`src/rtl/mem_arbiter.sv`:
```
// Fetch/data arbiter for a single-ported unified memory: one transaction in
// flight, data side preferred, bounded fetch starvation, registered responses.
module mem_arbiter #(
   parameter int DATA_WIDTH   = 32,
   parameter int ADDR_WIDTH   = 32,
   parameter int STARVE_LIMIT = 4,
   localparam int BE_WIDTH    = DATA_WIDTH / 8,
   localparam int CNT_WIDTH   = $clog2(STARVE_LIMIT + 1)
) (
   input  logic                  clk,
   input  logic                  rst,
   input  logic                  ireq_i,
   input  logic [ADDR_WIDTH-1:0] iaddr_i,
   output logic [DATA_WIDTH-1:0] irdata_o,
   output logic                  ivalid_o,
   output logic                  istall_o,
   input  logic                  dreq_i,
   input  logic                  dwe_i,
   input  logic [ADDR_WIDTH-1:0] daddr_i,
   input  logic [DATA_WIDTH-1:0] dwdata_i,
   input  logic [BE_WIDTH-1:0]   dbe_i,
   output logic [DATA_WIDTH-1:0] drdata_o,
   output logic                  dvalid_o,
   output logic                  dstall_o,
   output logic                  mem_req_o,
   output logic                  mem_we_o,
   output logic [ADDR_WIDTH-1:0] mem_addr_o,
   output logic [DATA_WIDTH-1:0] mem_wdata_o,
   output logic [BE_WIDTH-1:0]   mem_be_o,
   input  logic                  mem_gnt_i,
   input  logic                  mem_rvalid_i,
   input  logic [DATA_WIDTH-1:0] mem_rdata_i,
   output logic                  proto_err_o,
   output logic [1:0]            dbgState,
   output logic [CNT_WIDTH-1:0]  dbgStarveCnt
);

   // Handshakes: a requester holds req and its address/data stable until its
   // one-cycle valid pulse; the memory accepts an address phase on any cycle
   // where mem_req_o && mem_gnt_i, and answers with exactly one mem_rvalid_i
   // pulse in a later cycle. No back-pressure exists on the response side.

   typedef enum logic [1:0] {
      IDLE = 2'd0,
      REQ  = 2'd1,
      WAIT = 2'd2,
      RESP = 2'd3
   } stateT;

   localparam logic [CNT_WIDTH-1:0] STARVE_MAX = CNT_WIDTH'(STARVE_LIMIT);

   stateT                 state;
   stateT                 stateNext;
   logic                  ownerData;
   logic [CNT_WIDTH-1:0]  starveCnt;
   logic                  anyReq;
   logic                  contested;
   logic                  pickData;

   always_comb begin
      anyReq    = ireq_i || dreq_i;
      contested = ireq_i && dreq_i;
      // Data wins unless fetch is also waiting and has lost too many times.
      pickData  = dreq_i && (!ireq_i || (starveCnt < STARVE_MAX));
   end

   always_comb begin
      stateNext = state;
      case (state)
         IDLE: if (anyReq)       stateNext = REQ;
         REQ:  if (mem_gnt_i)    stateNext = WAIT;
         WAIT: if (mem_rvalid_i) stateNext = RESP;
         RESP:                   stateNext = IDLE;
         default:                stateNext = IDLE;
      endcase
   end

   always_ff @(posedge clk) begin
      if (rst) begin
         state       <= IDLE;
         ownerData   <= 1'b0;
         starveCnt   <= '0;
         mem_we_o    <= 1'b0;
         mem_addr_o  <= '0;
         mem_wdata_o <= '0;
         mem_be_o    <= '0;
         irdata_o    <= '0;
         drdata_o    <= '0;
         proto_err_o <= 1'b0;
      end else begin
         state <= stateNext;

         if (state == IDLE && anyReq) begin
            ownerData <= pickData;
            if (pickData) begin
               mem_we_o    <= dwe_i;
               mem_addr_o  <= daddr_i;
               mem_wdata_o <= dwdata_i;
               mem_be_o    <= dbe_i;
               if (contested && starveCnt != STARVE_MAX) begin
                  starveCnt <= starveCnt + 1'b1;
               end
            end else begin
               mem_we_o    <= 1'b0;
               mem_addr_o  <= iaddr_i;
               mem_wdata_o <= '0;
               mem_be_o    <= '1;
               starveCnt   <= '0;
            end
         end

         if (state == WAIT && mem_rvalid_i) begin
            if (!ownerData) begin
               irdata_o <= mem_rdata_i;
            end else if (!mem_we_o) begin
               drdata_o <= mem_rdata_i;
            end
         end

         // A response outside WAIT belongs to no live transaction.
         if (mem_rvalid_i && state != WAIT) begin
            proto_err_o <= 1'b1;
         end
      end
   end

   always_comb begin
      mem_req_o    = (state == REQ);
      ivalid_o     = (state == RESP) && !ownerData;
      dvalid_o     = (state == RESP) && ownerData;
      istall_o     = ireq_i && !ivalid_o;
      dstall_o     = dreq_i && !dvalid_o;
      dbgState     = state;
      dbgStarveCnt = starveCnt;
   end

endmodule

```
`config.mk`:
```
export PLATFORM = sky130hd
export DESIGN_NAME = mem_arbiter
export DESIGN_NICKNAME = d
export VERILOG_FILES = /design/src/rtl/mem_arbiter.sv
export SDC_FILE = /design/constraint.sdc
export NUM_CORES = 1
export LEC_CHECK = 0
export CAP_MARGIN = 20
export CORE_MARGIN = 2
export CORE_UTILIZATION = 36
export CTS_BUF_LIST = sky130_fd_sc_hd__clkbuf_4
export DETAILED_ROUTE_END_ITERATION = 6
export PLACE_DENSITY = 0.79
export SLEW_MARGIN = 25
export SYNTH_ARGS = -nofsm -noshare
export SYNTH_HDL_FRONTEND = slang
export SYNTH_SLANG_ARGS = --single-unit
```
`constraint.sdc`:
```
create_clock -name clk -period 1.4 [get_ports clk]
set_input_delay 0.28 -clock clk [delete_from_list [all_inputs] [get_ports clk]]
set_output_delay 0.28 -clock clk [all_outputs]
set_load 0.005 [all_outputs]
```
# [Word level (Yosys, flattened, before mapping)]
# Index checks and enable logic that the tools add are counted.
# W data, S select, Z words.
[classes] muxes=10 n_reduce_logical=21 bitwise_logic=2 n_addsub=1 order_cmp=1 n_eq_ne=9
[op_table] operator="$mux W32" count=2
[op_table] operator="$logic_and A1 B1 Y1" count=10
[op_table] operator="$pmux W2 S4" count=1
[op_table] operator="$mux W2" count=3
[op_table] operator="$mux W3" count=2
[op_table] operator="$ne A2 B2 Y1 const B" count=3
[op_table] operator="$reduce_and A3 Y1" count=2
[op_table] operator="$eq A2 B2 Y1 const B" count=2
[op_table] operator="$logic_not A1 Y1" count=4
[op_table] operator="$mux W4" count=1
[op_table] operator="$ne A2 B1 Y1 const B" count=2
[op_table] operator="$reduce_and A2 Y1" count=2
[op_table] operator="$add A3 B1 Y3 const B" count=1
[op_table] operator="$lt A3 B3 Y1 const B" count=1
[op_table] operator="$ne A3 B3 Y1 const B" count=1
[op_table] operator="$eq A2 B1 Y1 const B" count=1
[op_table] operator="$logic_not A2 Y1" count=1
[op_table] operator="$logic_or A1 B1 Y1" count=2
[op_table] operator="$not A1 Y1" count=2
[op_table] operator="$mux W1" count=1
[word_totals] in_bits=139 register_bits=140 elab_cells=54 out_inout_bits=144

# [Longest topological paths before layout]
[logic_depth] ltp_word=5 mapped_depth=7 depth_no_buf=5

# [Least setup slack after synthesis]
# No wires, ideal clock.
[synth_timing] path_type="register -> register" startpoint="register state[0] (netlist: dbgState[0])" endpoint="register mem_wdata_o[10]" n_path_buf=2 slack_ps=-114 path_stages_with_launch=8 synth_period_minus_slack_ps=1514 arrival_ps=1455 required_time_ps=1341 setup_ps=59 cell_sequence="dfxtp_1 -> inv_1 -> ha_1 -> o21a_1 -> buf_2 -> nor2_2 -> buf_2 -> a22o_1"
[synth_via] elab_chain_len=2
[synth_rtl] element="start: declaration" line_no="52" text="stateT state;"
[synth_rtl] element="start signal: assignment" line_no="91" text="state <= stateNext;"
[synth_rtl] element="$logic_not A2 Y1" line_no="93" text="if (state == IDLE && anyReq) begin"
[synth_rtl] element="$logic_and A1 B1 Y1" line_no="93"
[synth_rtl] element="end signal: assignment" line_no="98" text="mem_wdata_o <= dwdata_i;"
[synth_rtl] element="end: declaration" line_no="28" text="output logic [DATA_WIDTH-1:0] mem_wdata_o,"
# No other way between the ends.
# A chain may end at the register's enable or synchronous reset.

# [Worst setup path after layout]
[layout_timing] startpoint="register state[0] (netlist: dbgState[0])" endpoint="output port dstall_o"
[layout_via] elab_chain_len=4
[layout_rtl] element="$eq A2 B2 Y1" line_no="130" text="dvalid_o = (state == RESP) && ownerData;"
[layout_rtl] element="$logic_and A1 B1 Y1" line_no="130"
[layout_rtl] element="$logic_not A1 Y1" line_no="132" text="dstall_o = dreq_i && !dvalid_o;"
[layout_rtl] element="$logic_and A1 B1 Y1" line_no="132"
[layout_rtl] element="end: declaration" line_no="24" text="output logic dstall_o,"
# No other way between the ends.

==> flow_results.xml <==
<?xml version="1.0" encoding="UTF-8"?>
<metrics>
  <group name="logic_synthesis">
    <metric name="synth.net_count" unit="">741</metric>
    <metric name="synthesis.area_per_instance" unit="µm²">8.60</metric>
    <metric name="synthCells" unit="">595</metric>
    <metric name="synth_most_common_cell" unit="">sky130_fd_sc_hd__nand2_1</metric>
    <metric name="number_of_warnings_printed_during_yosys_synthesis" unit="">0</metric>
    <metric name="netlist.top_cell.by_area" unit="">sky130_fd_sc_hd__dfxtp_1</metric>
    <metric name="async_flop_share" unit="%">0</metric>
    <metric name="post_synth_num_cell_types" unit="">35</metric>
    <metric name="synth_area" unit="µm²">5120</metric>
    <metric name="synth_largest_type_area_fraction" unit="%">54.8</metric>
    <metric name="synth.cells.most_frequent" unit="">sky130_fd_sc_hd__nand2_1 (166), sky130_fd_sc_hd__dfxtp_1 (140), sky130_fd_sc_hd__a21oi_1 (131), sky130_fd_sc_hd__a22o_1 (33), sky130_fd_sc_hd__o21ai_0 (30)</metric>
    <metric name="synth_flop_cell" unit="">sky130_fd_sc_hd__dfxtp_1</metric>
    <metric name="synth.ff_latch_count" unit="">140</metric>
    <metric name="cell_types_occupying_the_most_area_after_synthesis" unit="">sky130_fd_sc_hd__dfxtp_1 (55%), sky130_fd_sc_hd__a21oi_1 (13%), sky130_fd_sc_hd__nand2_1 (12%), sky130_fd_sc_hd__a22o_1 (5.6%), sky130_fd_sc_hd__o21ai_0 (2.9%)</metric>
    <metric name="synth.yosys.seq_area_share" unit="%">54.8</metric>
    <metric name="synth_enable_flop_cells" unit="">0</metric>
  </group>
  <group name="drt">
    <metric name="drc_errors" unit="">0</metric>
    <metric name="detail_route.iter0.violations" unit="">362</metric>
    <metric name="wl_per_cell" unit="µm">17.9</metric>
    <metric name="vias" unit="">5681</metric>
    <metric name="drt.antenna.violating_nets" unit="">0</metric>
    <metric name="average_via_count_per_standard_cell" unit="">5.07</metric>
    <metric name="firstDrtPassIters" unit="">5</metric>
    <metric name="detail_route.wirelength" unit="µm">20000</metric>
  </group>
  <group name="power">
    <metric name="swShare" unit="%">32.4</metric>
    <metric name="share_clk_of_total_power" unit="%">20.5</metric>
    <metric name="combinationalPowerShare" unit="%">38.2</metric>
    <metric name="design_power_total" unit="mW">12.4</metric>
    <metric name="p_switching" unit="mW">4.01</metric>
    <metric name="power_density" unit="nW/µm²">1290</metric>
    <metric name="power.static_leakage" unit="nW">4.02</metric>
    <metric name="vdd.ir_drop.worst" unit="mV">0.680</metric>
    <metric name="cellInternalPower" unit="mW">8.38</metric>
    <metric name="seq_power_share" unit="%">41.3</metric>
  </group>
  <group name="worst_setup_path">
    <metric name="worstPathRequired" unit="ns">1.12</metric>
    <metric name="worst_setup_path_start_kind" unit="">flop</metric>
    <metric name="crit_arrival" unit="ns">1.48</metric>
    <metric name="critical_path_peak_fanout" unit="">2</metric>
    <metric name="cp-end-kind" unit="">output pin</metric>
    <metric name="path_class" unit="">reg -&gt; out</metric>
  </group>
  <group name="clock_network">
    <metric name="h-tree-depth" unit="">4</metric>
    <metric name="cts-root-to-sink-buffers" unit="">2</metric>
    <metric name="cts.sink_count" unit="">140</metric>
    <metric name="tritoncts.num_buffers" unit="">17</metric>
    <metric name="insertion_delay" unit="ns">0.56</metric>
    <metric name="path_clk_slew" unit="ns">0.11</metric>
    <metric name="clock-root-buffer" unit="">sky130_fd_sc_hd__clkbuf_4</metric>
    <metric name="clock_tree_from_tritoncts" unit="">built</metric>
  </group>
  <group name="placed_design">
    <metric name="finalWeightedCongestion" unit="">0.801</metric>
    <metric name="dpl.hpwl" unit="µm">11700</metric>
    <metric name="port_buffers" unit="">282</metric>
  </group>
  <group name="run_status">
    <metric name="outcome" unit="">finished with violations</metric>
    <metric name="failed_checks" unit="">setup timing</metric>
  </group>
  <group name="timing">
    <metric name="slew_violations" unit="">0</metric>
    <metric name="post-route-min-period" unit="ns">1.76</metric>
    <metric name="final_clock_skew" unit="ns">0.0269</metric>
    <metric name="final-setup-viol-count" unit="">145</metric>
    <metric name="setup_ws" unit="ns">-0.362</metric>
    <metric name="fin_hold_ws" unit="ns">0.211</metric>
    <metric name="slew_headroom" unit="%">71.2</metric>
    <metric name="final.period_utilization" unit="%">126</metric>
    <metric name="rsz_0062_raised_after_global_routing" unit="">yes</metric>
    <metric name="max_clock_freq" unit="MHz">567</metric>
    <metric name="worstMarginPinSlew" unit="ns">0.432</metric>
    <metric name="hold_viol" unit="">0</metric>
  </group>
  <group name="global_routing">
    <metric name="grt_start_max_net_pins" unit="">67</metric>
    <metric name="grt_pass1_wl" unit="µm">26900</metric>
    <metric name="grt.total_usage" unit="%">23.3</metric>
    <metric name="first_global_vias" unit="">5195</metric>
    <metric name="initial_antenna_violation_count" unit="">0</metric>
    <metric name="globalRoute.totalOverflow" unit="">0</metric>
  </group>
  <group name="floorplan">
    <metric name="floorplan.initialDensity" unit="%">36.9</metric>
    <metric name="io-pin-count" unit="">283</metric>
    <metric name="placement_rows" unit="">43</metric>
    <metric name="design.die.area" unit="µm²">15200</metric>
    <metric name="floorplan.core_area" unit="µm²">13900</metric>
    <metric name="die_width" unit="µm">123</metric>
    <metric name="dieHeight" unit="µm">123</metric>
  </group>
  <group name="layout">
    <metric name="total_nets_final" unit="">1075</metric>
    <metric name="antennaDiodeCount" unit="">0</metric>
    <metric name="fillerInstances" unit="">1085</metric>
    <metric name="post_route_cells_drive_above_1_share" unit="%">58.8</metric>
    <metric name="area.growth.synth_to_final" unit="%">87.2</metric>
  </group>
  <group name="worst_hold_path">
    <metric name="worstHoldPathType" unit="">in -&gt; reg</metric>
  </group>
  <group name="run">
    <metric name="cap_viol_max_count" unit="">0</metric>
  </group>
</metrics>
placed cells by master, fill, tap and decap left out, types with 2 or more instances in the layout:
cell type and instances:
sky130_fd_sc_hd__a21oi_1 74, sky130_fd_sc_hd__a21oi_2 57, sky130_fd_sc_hd__a22o_1 33, sky130_fd_sc_hd__buf_12 14
sky130_fd_sc_hd__buf_16 4, sky130_fd_sc_hd__buf_2 140, sky130_fd_sc_hd__buf_4 35, sky130_fd_sc_hd__buf_6 19
sky130_fd_sc_hd__buf_8 4, sky130_fd_sc_hd__bufinv_16 2, sky130_fd_sc_hd__clkbuf_16 7, sky130_fd_sc_hd__clkbuf_4 21
sky130_fd_sc_hd__clkdlybuf4s50_1 137, sky130_fd_sc_hd__clkinv_1 3, sky130_fd_sc_hd__clkinv_2 4, sky130_fd_sc_hd__dfxtp_2 136
sky130_fd_sc_hd__dfxtp_4 3, sky130_fd_sc_hd__ha_1 3, sky130_fd_sc_hd__ha_4 4, sky130_fd_sc_hd__inv_1 5
sky130_fd_sc_hd__nand2_1 88, sky130_fd_sc_hd__nand2_2 24, sky130_fd_sc_hd__nand2_4 54, sky130_fd_sc_hd__nor2_1 3
sky130_fd_sc_hd__nor2_4 2, sky130_fd_sc_hd__nor2b_1 2, sky130_fd_sc_hd__nor2b_4 3, sky130_fd_sc_hd__o21ai_0 30
sky130_fd_sc_hd__o21ai_1 2, sky130_fd_sc_hd__o221a_2 4
cell families (layout without fill, tap and decap cells):
family,count (synthesis),after routing,share of synthesized area (%)
mux,1,1,0.196
compound gates,208,208,23.8
fa+ha+maj,7,7,1.71
flops,140,140,54.8
simple gates,186,187,14.7
buf+inv,53,398,4.82
flip-flops by register name (all words and copies together) (netlist names):
register / cells
drdata_o: 32
irdata_o: 32
mem_addr_o: 32
mem_wdata_o: 32
mem_be_o: 4
dbgStarveCnt: 3
dbgState: 2
mem_we_o: 1
ownerData: 1
proto_err_o: 1
final cells by class:
| type | instances | area, µm² | share of cell area (%) |
|---|---|---|---|
| clock buffers | 21 | 158 | 1.65 |
| clock inverters | 10 | 100 | 1.04 |
| inverters | 6 | 25.0 | 0.261 |
| multi-input cells | 403 | 2910 | 30.4 |
| flip-flops and latches | 140 | 2980 | 31.1 |
| well taps | 180 | 225 | 2.35 |
| repair buffers | 361 | 3180 | 33.2 |
metrics by stage:
stage / std cells / instance area, µm² / setup slack, ns / util, % / TNS, ns
global placement: 1047 / 8310 / -0.562 / 59.8 / -44.33
global route: 1121 / 9580 / -0.452 / 69.0 / -38.95
finish: 1121 / 9580 / -0.362 / 69.0 / -29.67
detailed placement: 1047 / 8310 / -0.574 / 59.8 / -45.23
CTS: 1104 / 8570 / -0.402 / 61.7 / -24.70
floorplan: 595 / 5140 / 0.00398 / - / 0
path summary, 6_finish.rpt:
| kind | cells past startpoint | slack, ns | end | from |
|---|---|---|---|---|
| hold reg to reg | 2 | 0.45 | irdata_o[17] | irdata_o[17] |
| hold / removal | 3 | 0.21 | dbgStarveCnt[1] | rst |
| setup reg to reg | 10 | -0.31 | drdata_o[18] | dbgState[0] |
| setup / recovery | 4 | -0.36 | dstall_o | dbgState[0] |
power by group through the flow:
stage	clock (mW)	sequential, mW	combinational (mW)
2_1_floorplan	0	5.07	1.55
3_3_place_gp	0	5.03	3.93
3_5_place_dp	0	5.03	3.96
4_1_cts	2.59	5.06	4.11
5_1_grt	2.75	5.19	5.10
6_report	2.53	5.11	4.73
repair_timing:
item	4_1_cts	5_1_grt
resized for setup	755	223
hold buffers	0	0
setup buffers	19	10
endpoints found under the setup margin	279	148
gates cloned	8	10
pin swaps	22	145
worst max-delay path, cell delays in order (launching register included):
cell and delay [ns]:
sky130_fd_sc_hd__dfxtp_4 0.38, sky130_fd_sc_hd__ha_4 0.15, sky130_fd_sc_hd__and2_4 0.16, sky130_fd_sc_hd__nor2b_1 0.12, sky130_fd_sc_hd__buf_2 0.13
layer usage:
metal | track usage [%] | routed length, µm | up-vias
met3 | 8.76 | 1630 | 48
li1 | - | - | 2710
met1 | 26.7 | 7780 | 2676
met2 | 39.1 | 10000 | 247
met5 | 0 | 0 | -
met4 | 9.16 | 581 | 0
Note: power is estimated with default switching activity, not from simulation.
